$ cat config.mk
export PLATFORM = sky130hd
export DESIGN_NAME = audio_bitcrusher
export DESIGN_NICKNAME = d
export VERILOG_FILES = /design/src/rtl/audio_fx_pkg.sv /design/src/rtl/bit_quantizer.sv /design/src/rtl/audio_bitcrusher.sv
export SDC_FILE = /design/constraint.sdc
export NUM_CORES = 1
export LEC_CHECK = 0
export ABC_AREA = 1
export CAP_MARGIN = 20
export CORE_ASPECT_RATIO = 1.2
export CORE_UTILIZATION = 36
export CTS_CLUSTER_SIZE = 40
export DETAILED_ROUTE_END_ITERATION = 16
export DONT_BUFFER_PORTS = 1
export HOLD_SLACK_MARGIN = 0.05
export PLACE_DENSITY = 0.54
export SYNTH_ARGS = -nofsm -noshare
export SYNTH_HDL_FRONTEND = slang
export SYNTH_SLANG_ARGS = --single-unit
$ cat constraint.sdc
create_clock -name clk -period 9.92 [get_ports clk]
set_input_delay 1.984 -clock clk [delete_from_list [all_inputs] [get_ports clk]]
set_output_delay 1.984 -clock clk [all_outputs]
set_load 0.02 [all_outputs]
$ cat src/rtl/audio_fx_pkg.sv
// Shared constants and pot-decoding helpers for the audio effect blocks.
package audio_fx_pkg;

  localparam int unsigned HOLD_BITS_DEFAULT = 6;
  localparam int unsigned DEPTH_MIN_DEFAULT = 2;
  localparam int unsigned POT_W             = 10;

  // Hold factor: one plus the top hold_bits of the pot.
  function automatic int unsigned pot_to_hold(input logic [POT_W-1:0] pot,
                                              input int unsigned     hold_bits);
    return 32'(pot >> (POT_W - hold_bits)) + 32'd1;
  endfunction

  // Retained bits: width minus the top pot nibble, floored at depth_min.
  function automatic int unsigned pot_to_bits(input logic [POT_W-1:0] pot,
                                              input int unsigned     depth_min,
                                              input int unsigned     width);
    int unsigned drop;
    drop = 32'(pot[POT_W-1 -: 4]);
    return (width < drop + depth_min) ? depth_min : width - drop;
  endfunction

endpackage

$ cat src/rtl/bit_quantizer.sv
// Combinational round-half-up to a multiple of 2^drop, with positive saturation.
module bit_quantizer #(
  parameter int unsigned WIDTH = 16,
  parameter int unsigned DW    = 4
) (
  input  logic [WIDTH-1:0] sample_i,
  input  logic [DW-1:0]    drop_i,
  output logic [WIDTH-1:0] quant_c
);

  localparam int unsigned EW = WIDTH + 1;

  logic [EW-1:0] ext_c;
  logic [EW-1:0] half_c;
  logic [EW-1:0] mask_c;
  logic [EW-1:0] sum_c;
  logic          sat_c;

  // One guard bit absorbs the rounding carry; only positive values can overflow.
  always_comb begin
    ext_c  = {sample_i[WIDTH-1], sample_i};
    half_c = '0;
    if (drop_i != '0) begin
      half_c = EW'(1) << (drop_i - DW'(1));
    end
    mask_c  = ~((EW'(1) << drop_i) - EW'(1));
    sum_c   = (ext_c + half_c) & mask_c;
    sat_c   = ~sum_c[EW-1] & sum_c[EW-2];
    quant_c = sat_c ? {1'b0, {(WIDTH-1){1'b1}}} : sum_c[WIDTH-1:0];
  end

endmodule

$ cat src/rtl/audio_bitcrusher.sv
// Sample-and-hold plus bit-depth reduction, two-stage pipeline, settings latched per hold period.
module audio_bitcrusher
  import audio_fx_pkg::*;
#(
  parameter int unsigned WIDTH     = 16,
  parameter int unsigned HOLD_BITS = HOLD_BITS_DEFAULT,
  parameter int unsigned DEPTH_MIN = DEPTH_MIN_DEFAULT
) (
  input  logic             clk,
  input  logic             rst,
  input  logic [POT_W-1:0] pot_rate,
  input  logic [POT_W-1:0] pot_depth,
  input  logic [WIDTH-1:0] sample_in,
  input  logic             sample_in_valid,
  output logic [WIDTH-1:0] sample_out,
  output logic             sample_out_valid
);

  localparam int unsigned DW = $clog2(WIDTH);
  localparam int unsigned HW = HOLD_BITS + 1;
  localparam int unsigned BW = DW + 1;

  logic [HOLD_BITS-1:0] cnt_q, cnt_d;
  logic [HW-1:0]        hold_q, hold_d;
  logic [BW-1:0]        bits_q, bits_d;
  logic [HW-1:0]        pot_hold_c;
  logic [BW-1:0]        pot_bits_c;
  logic                 capture_c;

  logic                 s1_valid_q;
  logic                 s1_cap_q;
  logic [WIDTH-1:0]     s1_sample_q;

  logic [DW-1:0]        drop_c;
  logic [WIDTH-1:0]     quant_c;
  logic [WIDTH-1:0]     held_q;
  logic                 out_valid_q;

  assign pot_hold_c = HW'(pot_to_hold(pot_rate, HOLD_BITS));
  assign pot_bits_c = BW'(pot_to_bits(pot_depth, DEPTH_MIN, WIDTH));
  assign capture_c  = sample_in_valid && (cnt_q == '0);

  // Hold counter and active settings; pots are only sampled on a capture.
  always_comb begin
    cnt_d  = cnt_q;
    hold_d = hold_q;
    bits_d = bits_q;
    if (sample_in_valid) begin
      if (capture_c) begin
        hold_d = pot_hold_c;
        bits_d = pot_bits_c;
        cnt_d  = HOLD_BITS'(pot_hold_c - HW'(1));
      end else begin
        cnt_d  = cnt_q - HOLD_BITS'(1);
      end
    end
  end

  always_ff @(posedge clk or negedge rst) begin
    if (!rst) begin
      cnt_q       <= '0;
      hold_q      <= HW'(1);
      bits_q      <= BW'(WIDTH);
      s1_valid_q  <= 1'b0;
      s1_cap_q    <= 1'b0;
      s1_sample_q <= '0;
    end else begin
      cnt_q       <= cnt_d;
      hold_q      <= hold_d;
      bits_q      <= bits_d;
      s1_valid_q  <= sample_in_valid;
      s1_cap_q    <= capture_c;
      s1_sample_q <= sample_in;
    end
  end

  // bits_q already holds the B latched alongside the stage-1 sample.
  assign drop_c = DW'(BW'(WIDTH) - bits_q);

  bit_quantizer #(
    .WIDTH (WIDTH),
    .DW    (DW)
  ) u_quant (
    .sample_i (s1_sample_q),
    .drop_i   (drop_c),
    .quant_c  (quant_c)
  );

  always_ff @(posedge clk or negedge rst) begin
    if (!rst) begin
      held_q      <= '0;
      out_valid_q <= 1'b0;
    end else begin
      out_valid_q <= s1_valid_q;
      if (s1_valid_q && s1_cap_q) begin
        held_q <= quant_c;
      end
    end
  end

  assign sample_out       = held_q;
  assign sample_out_valid = out_valid_q;

endmodule

After elaboration in Yosys (flattened, before gate mapping)
Cells that the tools add are included.
- register bits: 45
- bits of input ports: 39
- output and inout port bits: 17
- logic and storage cells: 32
- add/subtract/negate cells: 9
- order comparisons: 1
- shift-type cells: 2
- mux-type cells: 4
- bitwise logic cells: 4
- reduce and logical (&&, ||, !) cells: 5
- operators with widths (kind ; count):
    left shift 1 x 4 -> 17 bit, first input constant ; 2
    adder 17 bit ; 1
    bitwise AND 17 bit ; 1
    2-to-1 mux 17 bit ; 1
    NOT 17 bit ; 1
    subtractor 17 x 2 -> 17 bit, second input constant ; 1
    2-to-1 mux 16 bit ; 1
    subtractor 6 x 1 -> 6 bit, second input constant ; 2
    subtractor 1 x 4 -> 4 bit, first input constant ; 2
    adder 6 x 1 -> 6 bit, second input constant ; 1
    zero test 6 bit ; 1
    2-to-1 mux 6 bit ; 1
    adder 4 x 2 -> 5 bit, second input constant ; 1
    less-than comparator 5 bit, first input constant ; 1
    2-to-1 mux 4 bit ; 1
    nonzero test 4 bit ; 1
    subtractor 4 x 1 -> 4 bit, second input constant ; 1
    logical AND 1 bit ; 2
    AND reduction 2 bit ; 1
    bitwise AND 1 bit ; 1
    NOT 1 bit ; 1

Logic depth before layout (Yosys ltp)
- word-level depth: 9
- mapped depth: 27
- depth with buffers taken out: 26

By module
Synthesis repeated with hierarchy kept, for this count alone.
- cell total of the unflattened synthesis: 405
- area, all modules: 3175.5 um^2
- by module, submodules not included (module ; times used ; cells each ; area an instance (um^2) ; sequential area each (um^2)):
    audio_bitcrusher ; 1 ; 139 ; 1727.9 ; 1126.1
    bit_quantizer ; 1 ; 266 ; 1447.6 ; 0.0

Worst setup path after synthesis
No wires, ideal clock.
- kind: reg2reg
- start point: register bits_q[0]
- end point: register held_q[11], in the netlist sample_out[11]
- library setup time: 0.117 ns
- arrival time: 3.246 ns
- data required time: 9.803 ns
- setup slack: 6.558 ns
- cell stages (with the launch flop): 26
- buffers on the path: 1
- period minus slack after synthesis: 3.362 ns
- cells stage by stage: dfrtp_1 inv_1 ha_1 inv_1 nand2_2 nand2_4 nor3_1 xor2_1 nor2_1 ha_1 fa_1 nand3_1 nand2_1 nand2_1 nand2_1 nand2_1 nand2_1 nand2_1 nand2_1 inv_1 nand2_2 nand3_4 buf_6 nand2_1 nand2_1 nand2_1
- longest elaborated chain between the ends: 9
- elaborated cells on any way between the ends: 13
- classes of those cells: add/sub (4); shift (2); mux (2); bitwise (4); reduce/logical (1)
- RTL lines (what ; line ; source):
    start, declared ; audio_bitcrusher.sv:25 ; logic [BW-1:0] bits_q, bits_d;
    start signal, assigned ; audio_bitcrusher.sv:63 ; bits_q <= BW'(WIDTH);
    start signal, assigned ; audio_bitcrusher.sv:70 ; bits_q <= bits_d;
    subtractor 1 x 4 -> 4 bit (*) ; audio_bitcrusher.sv:78 ; assign drop_c = DW'(BW'(WIDTH) - bits_q);
    subtractor 4 x 1 -> 4 bit ; bit_quantizer.sv:24 ; half_c = EW'(1) << (drop_i - DW'(1));
    left shift 1 x 4 -> 17 bit ; bit_quantizer.sv:24 ;
    2-to-1 mux 17 bit ; bit_quantizer.sv:23 ; if (drop_i != '0) begin
    adder 17 bit ; bit_quantizer.sv:27 ; sum_c = (ext_c + half_c) & mask_c;
    bitwise AND 17 bit (*) ; bit_quantizer.sv:27 ;
    NOT 1 bit ; bit_quantizer.sv:28 ; sat_c = ~sum_c[EW-1] & sum_c[EW-2];
    bitwise AND 1 bit ; bit_quantizer.sv:28 ;
    2-to-1 mux 16 bit (*) ; bit_quantizer.sv:29 ; quant_c = sat_c ? {1'b0, {(WIDTH-1){1'b1}}} : sum_c[WIDTH-1:0];
    end signal, assigned ; audio_bitcrusher.sv:96 ; held_q <= quant_c;
    end, declared ; audio_bitcrusher.sv:36 ; logic [WIDTH-1:0] held_q;
Every way passes the cells marked *; elsewhere a longest branch is shown, timed or not.
A chain may end at the register's enable or synchronous reset.

Worst setup path after layout
- start point: register bits_q[0]
- end point: register held_q[0], in the netlist sample_out[0]
Same word-level chain as after synthesis.

==> flow_metrics.env <==
export IMPL_htree_levels=2
export IMPL_yosys_warnings=0
export IMPL_area_delta_synth_final_pct=6.24
export IMPL_cts_resized=0
export IMPL_hold_ws_ps=385
export IMPL_fin_crit_sh_pct=40.5
export IMPL_ir_worst_vdd_uv=94.5
export IMPL_netlist_area_leader_share_pct=33.0
export IMPL_synthTopCellsByArea="dfrtp_1, nand2_1, ha_1"
export IMPL_grt_total_usage_pct=17.1
export IMPL_drt_iter0_markers=94
export IMPL_cts_tree="done"
export IMPL_cp_data_required_time_ps=10160
export IMPL_crit_path_cell_trace="inv_1, ha_1, inv_1, nand2_2, nand2_4, nor3_1, xor2_1, inv_1, nor2_1, ha_1, a21oi_1, o21ai_0, a21oi_1, nand2_1, nand2_1, nand2_1, inv_1, nand3_4, nand2_1, nand2_1, nand2_1"
export IMPL_crit_buf_inv=4
export IMPL_syn_area_sq_mm=0.00341
export IMPL_via_count=2995
export IMPL_wl_per_cell_um=12.6
export IMPL_yosysMostFrequentCell="nand2_1"
export IMPL_place_gp_congestion=0.859
export IMPL_p_leak_nw=1.91
export IMPL_slew_violations=0
export IMPL_routed_wl_um=7530
export IMPL_clk_latency_ps=310
export IMPL_avgSynthCellArea_sq_um=7.16
export IMPL_cts_buffer_depth=2
export IMPL_slew_limit_headroom_pct=55.1
export IMPL_root_buffer="clkbuf_8"
export IMPL_drv_cap=0
export IMPL_clkSinkCount=45
export IMPL_yosysTopAreaCell="dfrtp_1"
export IMPL_antenna_found_initial=0
export IMPL_synth_seq_area_share_pct=33.0
export IMPL_ios=56
export IMPL_post_cts_buffers=0
export IMPL_startpoint_type="flip-flop"
export IMPL_crit_top_cell="nand2_1"
export IMPL_synth_cell_types=38
export IMPL_hold_violations=0
export IMPL_path_max_fanout=15
export IMPL_netlist_instances=476
export IMPL_drc_errors=0
export IMPL_skew_ps=12.0
export IMPL_hold_class="flip-flop to flip-flop"
export IMPL_drive_gt1_share_pct=8.79
export IMPL_clock_fmax_ghz=0.249
export IMPL_synth_seq_cells=45
export IMPL_start_util_pct=37.3
export IMPL_yosys_top_cells_count="nand2_1, nor2_1, dfrtp_1, nand3_1, inv_1"
export IMPL_syn_num_nets=540
export IMPL_worst_pin_slew_ps=672
export IMPL_min_period_ps=4020
export IMPL_arrival_ps=4260
export IMPL_ys_async_sr_fraction_pct=100
export IMPL_synth_ff_type="dfrtp_1"
export IMPL_grt_pass1_vias=2953
export IMPL_overflow=0
export IMPL_synth_edf_count=0
export IMPL_rsz0062_at_grt="no"
export IMPL_n_antenna_cell=0
export IMPL_p_per_area_mw_per_mm2=350
export IMPL_core_sq_mm=0.00913
export IMPL_num_rows=38
export IMPL_fp_dieH_um=109
export IMPL_critPathKind="flip-flop to flip-flop"
export IMPL_grt_max_degree=46
export IMPL_critPathMaxStageDelay_ps=570
export IMPL_chipWidth_um=90.8
export IMPL_cts_hold_buf=0
export IMPL_status="completed"
export IMPL_die_area_sq_mm=0.00987
export IMPL_routed_via_density=5.01
export IMPL_crit_family="simple AND/OR/NAND/NOR gates"
export IMPL_cp_slowest_cell="xor2_1"
export IMPL_cts_buffers=5
export IMPL_fin_util_pct=39.7
export IMPL_setup_violations_final=0
export IMPL_clk_pin_slew_ps=90
export IMPL_critPathCaptureType="flip-flop"
export IMPL_p_total_mw=1.27
export IMPL_firstDrtPassIters=4
export IMPL_numPortBuffers=0
export IMPL_grt_pass1_wl_um=13300
export IMPL_final_antenna_net_count=0
export IMPL_fin_nets=541
export IMPL_finalSetupTns_ps=0
export IMPL_dp_hpwl_um=6100
-- power by group --
group          switching [mW]  internal (mW)
sequential             0.0756          0.234
combinational           0.539          0.275
clock                  0.0622         0.0822
-- final cells by class --
class                      count  area (sq um)
fill                        1017          5510
multi-input combinational    376          2040
sequential                    45          1130
inverter                      49           186
tap                          120           150
clock buffer                   7          86.3
clock inverter                 1          30.0
-- placed cells by master (no fill, tap or decap), drive strengths merged --
master and n:
nand2 147, nor2 68, nand3 48, inv 48, dfrtp 45, a21oi 27, o21ai 26, ha 24
xor2 8, clkbuf 7, nor3 5, nand4 5, xnor2 5, a21o 3, o211ai 2, and2 1
nand3b 1, clkinv 1, o21bai 1, a21boi 1, a32oi 1, o31ai 1, or2 1, fa 1
bufinv 1
-- worst register-to-register path, delay by kind of cell (launching register included) --
| family | cells | cell delay [ps] |
|---|---|---|
| AO/OA/AOI/OAI | 3 | 570 |
| XOR/XNOR | 1 | 580 |
| adder cells (fa/ha/maj) | 2 | 540 |
| buffers and inverters | 4 | 660 |
| flip-flops | 1 | 420 |
| AND/OR/NAND/NOR | 11 | 1180 |
-- registers in the layout (all words and copies together), names as in the netlist --
register	count
sample_out	16
s1_valid_q	1
s1_cap_q	1
bits_q	4
sample_out_valid	1
s1_sample_q	16
cnt_q	6
-- per-stage QoR --
stage	area (sq um)	setup WS (ps)	std cells
after floorplan	3410	6560	476
after global placement	3510	5940	590
after detailed placement	3510	5920	590
after CTS	3620	5890	598
after global routing	3620	5370	598
final	3620	5900	598
-- layer usage --
layer | GRT usage [%] | up-vias | wire (um)
met5 | 0 | - | 0
met4 | 8.16 | 0 | 221
met3 | 3.09 | 14 | 311
met2 | 29.3 | 67 | 3450
met1 | 20.8 | 1372 | 3550
li1 | - | 1542 | -
-- cells by family after synthesis --
logic type | share of synthesized area (%)
adders and majority gates | 9.39
AOI/OAI and AO/OA | 10.3
xor gates and xnor gates | 3.34
buffers and inverters | 7.05
and+or+nand+nor | 36.8
DFF | 33.0
-- final timing paths --
kind / to / from / cells past startpoint / slack, ps
max in group asynchronous: sample_out[3] / rst / 0 / 8450
hold reg to reg: sample_out_valid / s1_valid_q / 0 / 380
setup / recovery: sample_out[0] / bits_q[0] / 21 / 5900
min in group asynchronous: sample_out_valid / rst / 0 / 1360
hold / removal: sample_out_valid / s1_valid_q / 0 / 380
setup reg to reg: sample_out[0] / bits_q[0] / 21 / 5900
No activity file was read; power rests on OpenSTA's default activity.
